`src/rtl/truth_table_sequencer.sv`:
```
// truth_table_sequencer: sweeps {x,y,z} through every input code of a small
// combinational circuit and captures {F1,F2,F3} into a packed truth table.
//
// Optional feature: define TT_CHECK_EN to compare each captured entry with an
// expected table. The first mismatching code of a sweep is reported.
//
// Ports:
//   clk         in   rising-edge clock
//   reset       in   synchronous, active-high
//   start       in   begin a sweep; sampled only while idle
//   xyz_out     out  {x,y,z} driven into the circuit (x is the MSB)
//   f_in        in   {F1,F2,F3} from the circuit (F1 is the MSB)
//   busy        out  high from start acceptance until done
//   done        out  one-cycle pulse at sweep completion
//   table_out   out  entry v at [v*N_OUT +: N_OUT]
//   table_valid out  table_out holds a complete sweep
//   exp_table   in   (TT_CHECK_EN) expected table, same packing as table_out
//   err         out  (TT_CHECK_EN) a mismatch was seen in this sweep
//   err_idx     out  (TT_CHECK_EN) code of the first mismatch
`timescale 1ns/1ps

module truth_table_sequencer #(
    parameter int N_IN          = 3,
    parameter int N_OUT         = 3,
    parameter int SETTLE_CYCLES = 2
) (
    input  logic                        clk,
    input  logic                        reset,
    input  logic                        start,
    output logic [N_IN-1:0]             xyz_out,
    input  logic [N_OUT-1:0]            f_in,
    output logic                        busy,
    output logic                        done,
    output logic [N_OUT*(2**N_IN)-1:0]  table_out,
    output logic                        table_valid
`ifdef TT_CHECK_EN
    ,
    input  logic [N_OUT*(2**N_IN)-1:0]  exp_table,
    output logic                        err,
    output logic [N_IN-1:0]             err_idx
`endif
);

    localparam int CW = (SETTLE_CYCLES > 1) ? $clog2(SETTLE_CYCLES) : 1;
    localparam logic [CW-1:0]   CNT_LAST = CW'(SETTLE_CYCLES - 1);
    localparam logic [N_IN-1:0] VEC_MAX  = '1;

    typedef enum logic [1:0] {
        IDLE,
        SETTLE,
        CAPTURE,
        DONE
    } state_t;

    state_t          state;
    state_t          state_nxt;
    logic [N_IN-1:0] vec;
    logic [CW-1:0]   cnt;
    logic            accept;
    logic            capture;

    // The applied code is the sweep index itself; it only moves on the
    // transitions into SETTLE, so it is held through CAPTURE and after DONE.
    assign xyz_out = vec;

    always_ff @(posedge clk) begin
        if (reset) begin
            state <= IDLE;
        end else begin
            state <= state_nxt;
        end
    end

    always_comb begin
        state_nxt = state;
        accept    = 1'b0;
        capture   = 1'b0;
        done      = 1'b0;
        case (state)
            IDLE: begin
                if (start) begin
                    accept    = 1'b1;
                    state_nxt = SETTLE;
                end
            end
            SETTLE: begin
                if (cnt == CNT_LAST) begin
                    state_nxt = CAPTURE;
                end
            end
            CAPTURE: begin
                capture   = 1'b1;
                state_nxt = (vec == VEC_MAX) ? DONE : SETTLE;
            end
            DONE: begin
                done      = 1'b1;
                state_nxt = IDLE;
            end
            default: begin
                state_nxt = IDLE;
            end
        endcase
    end

    always_ff @(posedge clk) begin
        if (reset) begin
            vec         <= '0;
            cnt         <= '0;
            busy        <= 1'b0;
            table_out   <= '0;
            table_valid <= 1'b0;
        end else begin
            if (accept) begin
                vec         <= '0;
                cnt         <= '0;
                busy        <= 1'b1;
                table_valid <= 1'b0;
            end
            if (state == SETTLE && cnt != CNT_LAST) begin
                cnt <= cnt + CW'(1);
            end
            if (capture) begin
                table_out[vec*N_OUT +: N_OUT] <= f_in;
                cnt <= '0;
                // At the last code DONE follows, so vec never wraps.
                if (vec != VEC_MAX) begin
                    vec <= vec + N_IN'(1);
                end
            end
            if (done) begin
                busy        <= 1'b0;
                table_valid <= 1'b1;
            end
        end
    end

`ifdef TT_CHECK_EN
    always_ff @(posedge clk) begin
        if (reset) begin
            err     <= 1'b0;
            err_idx <= '0;
        end else if (accept) begin
            err     <= 1'b0;
            err_idx <= '0;
        end else if (capture && !err &&
                     f_in != exp_table[vec*N_OUT +: N_OUT]) begin
            err     <= 1'b1;
            err_idx <= vec;
        end
    end
`endif

endmodule

```
`config.mk`:
```
export PLATFORM = sky130hd
export DESIGN_NAME = truth_table_sequencer
export DESIGN_NICKNAME = d
export VERILOG_FILES = /design/src/rtl/truth_table_sequencer.sv
export SDC_FILE = /design/constraint.sdc
export NUM_CORES = 1
export LEC_CHECK = 0
export CORE_MARGIN = 8
export CORE_UTILIZATION = 35
export CTS_CLUSTER_DIAMETER = 100
export DETAILED_ROUTE_END_ITERATION = 8
export GPL_TIMING_DRIVEN = 0
export MAX_ROUTING_LAYER = met4
export SLEW_MARGIN = 10
export SYNTH_ARGS = -nofsm -noshare
export SYNTH_HDL_FRONTEND = slang
export SYNTH_SLANG_ARGS = --single-unit
```
`constraint.sdc`:
```
create_clock -name clk -period 2.5 [get_ports clk]
set_input_delay 0.375 -clock clk [delete_from_list [all_inputs] [get_ports clk]]
set_output_delay 0.375 -clock clk [all_outputs]
set_load 0.03 [all_outputs]
```
==> flow_metrics.tcl <==
set metrics [dict create \
    period_needed_ps 2380 \
    clk_pin_slew_worst_paths_ps 60 \
    vdd_drop_max_mv 0.435 \
    grt_pass1_wl_um 6540 \
    fin_total_pwr_mw 0.990 \
    critPathKind "reg2out" \
    synth_fp_nets 176 \
    drv_cap 0 \
    worstPathMaxFanout 10 \
    yosysSeqAreaShare 0.428 \
    rsz0062_at_grt "no" \
    vias 1337 \
    synthFlopType "dfxtp_1" \
    drt_wl_total_um 3940 \
    synth_common_cells "dfxtp_1, a21oi_1, nand3_1, o21ai_0, nand2b_1" \
    required_ps 2120 \
    synth-async-reset-ratio 0 \
    post-synth-top-area-fraction 0.428 \
    post-place-ws_ps -47.8 \
    synth_seq_cells 32 \
    clock_latency_ps 280 \
    path_cells "clkbuf_1 -> and2_1 -> clkdlybuf4s50_1" \
    cts_buffer_depth 2 \
    grt_util_all_layers 0.128 \
    cts_made_buffers 5 \
    status "complete, no violations" \
    postSynthCellCount 166 \
    ys_warn_count 0 \
    hold_viol_final 0 \
    power_frac_clock 0.406 \
    core-area_mm2 0.00406 \
    cp_slowest_cell "clkdlybuf4s50_1" \
    rows 23 \
    holdBufCountCts 0 \
    drt_iter0_drc 60 \
    p_per_area_mw_per_mm2 491 \
    drive_above_1_share 0.0861 \
    fmax_ghz 0.420 \
    worstMarginPinSlew_ps 504 \
    ant_nets 0 \
    place_area_mm2 0.00191 \
    num_antenna_cells 0 \
    fp.dieH_um 81.4 \
    post-route-period-util 0.953 \
    dr.pass1.iters 4 \
    endpoint_kind "output port" \
    synth.cell_area_mm2 0.00150 \
    clock-root-buffer "clkbuf_8" \
    die_area_mm2 0.00663 \
    drt_drc_violations_left 0 \
    syn_area_per_cell_um2 9.02 \
    cts_tree "built" \
    p_leak_nw 0.726 \
    die_w_um 81.4 \
    setup-violations-final 0 \
    synth_most_common_cell "dfxtp_1" \
    clock_sinks 32 \
    finalInstanceArea_mm2 0.00202 \
    gp_congestion 0.759 \
    pwr-share-comb 0.067 \
    synth_largest_area_cell "dfxtp_1" \
    wl_per_cell_um 15.2 \
    start_util 0.369 \
    grt_pass1_vias 1389 \
    utilization 0.497 \
    skew_ps 3.87 \
    area_growth_pct 34.6 \
    p_sw_mw 0.223 \
    grt_overflow 0 \
    antenna_found_initial 0 \
    nets 218 \
    drv_slew 0 \
    dp_hpwl_um 2920 \
    ys_types 29 \
    synth-edff-count 0 \
    fin_ws_ps 118 \
    critPathArrivalTime_ps 2010 \
    h-tree-depth 2 \
    p_int_mw 0.767 \
    io_pins 36 \
    synth.area.top_cells "dfxtp_1, a21oi_1, nand3_1" \
    portBuffers 35 \
    slew_headroom 0.664 \
    crit_path_max_incr_delay_ps 680 \
    swShare 0.225 \
    grt_max_degree 11 \
    vias_per_cell 5.16 \
    min_path_type "reg2reg" \
    pwr-share-seq 0.527 \
    start_kind "register" \
]
## stage by stage
step	hold slack, ps	TNS [ps]	cells
floorplan	476	0	166
detailed placement	464	-127	251
global placement	445	0	251
CTS	476	0	259
finish	478	0	259
global route	505	0	259
## worst paths after layout
kind                            cells past startpoint     startpoint  slack (ps)             to
worst max-delay path                                3       state[0]         120           done
worst min-delay path                                2  table_out[14]         480  table_out[14]
worst max register to register                      7     xyz_out[0]         210   table_out[6]
worst min register to register                      2  table_out[14]         480  table_out[14]
## cells by family (layout without fill, tap and decap cells)
| logic type | count (synthesis) | after routing | synth area share |
|---|---|---|---|
| xor gates and xnor gates | 2 | 2 | 0.0167 |
| DFF | 32 | 32 | 0.428 |
| muxes | 9 | 9 | 0.0602 |
| AOI/OAI and AO/OA | 42 | 42 | 0.144 |
| and+or+nand+nor | 61 | 61 | 0.267 |
| adders and majority gates | 4 | 4 | 0.0334 |
| buffers and inverters | 16 | 59 | 0.0510 |
## cells in the final DEF, fill, tap and decap left out, drive strengths merged
cell / count
inv: 4
nand3: 19
a211oi: 1
and3: 3
clkbuf: 17
o21ai: 19
nand2b: 13
buf: 3
nand2: 3
and2: 2
clkdlybuf4s50: 35
nor2: 2
a21oi: 21
nor4: 1
ha: 4
nand3b: 4
or3b: 3
dfxtp: 32
xnor2: 1
xor2: 1
o31ai: 1
or4: 1
and3b: 5
nor3b: 3
or4b: 1
mux2i: 9
nor4b: 1
## layout make-up
| cell class | instances | area (um2) |
|---|---|---|
| clock buffer | 8 | 90.1 |
| multi-input combinational | 118 | 795 |
| inverter | 4 | 15.0 |
| buffer | 12 | 62.6 |
| tap | 50 | 62.6 |
| fill | 376 | 2040 |
| timing repair buffer | 35 | 350 |
| sequential | 32 | 641 |
## metal layers
metal	up-vias	wire length (um)	track usage
met5	-	0	-
met4	0	50	0.0482
met3	6	292	0.0371
met2	34	1850	0.209
met1	628	1740	0.143
li1	669	-	-
## sequential cells by signal, indices dropped and copies added, names as in the netlist
name         cells
table_out       24
xyz_out          3
state            2
busy             1
cnt              1
table_valid      1
## repair_timing
action	in CTS	in global routing
resized for setup	1	3
gates cloned	0	0
endpoints found under the setup margin	3	19
setup buffers	0	0
## critical path, delay by kind of cell, from the launching register on
family | cells | cell delay, ps
flip-flops | 1 | 460
buffers and inverters | 2 | 1030
AND/OR/NAND/NOR | 1 | 230
## power groups by stage
| stage | sequential, mW | combinational [mW] | clock (mW) |
|---|---|---|---|
| after global routing | 0.522 | 0.0708 | 0.434 |
| after detailed placement | 0.532 | 0.0648 | 0 |
| after floorplan | 0.536 | 0.0331 | 0 |
| after global placement | 0.532 | 0.0629 | 0 |
| final | 0.522 | 0.0660 | 0.402 |
| after CTS | 0.522 | 0.0654 | 0.412 |
Power figures use the tool's default switching activity.
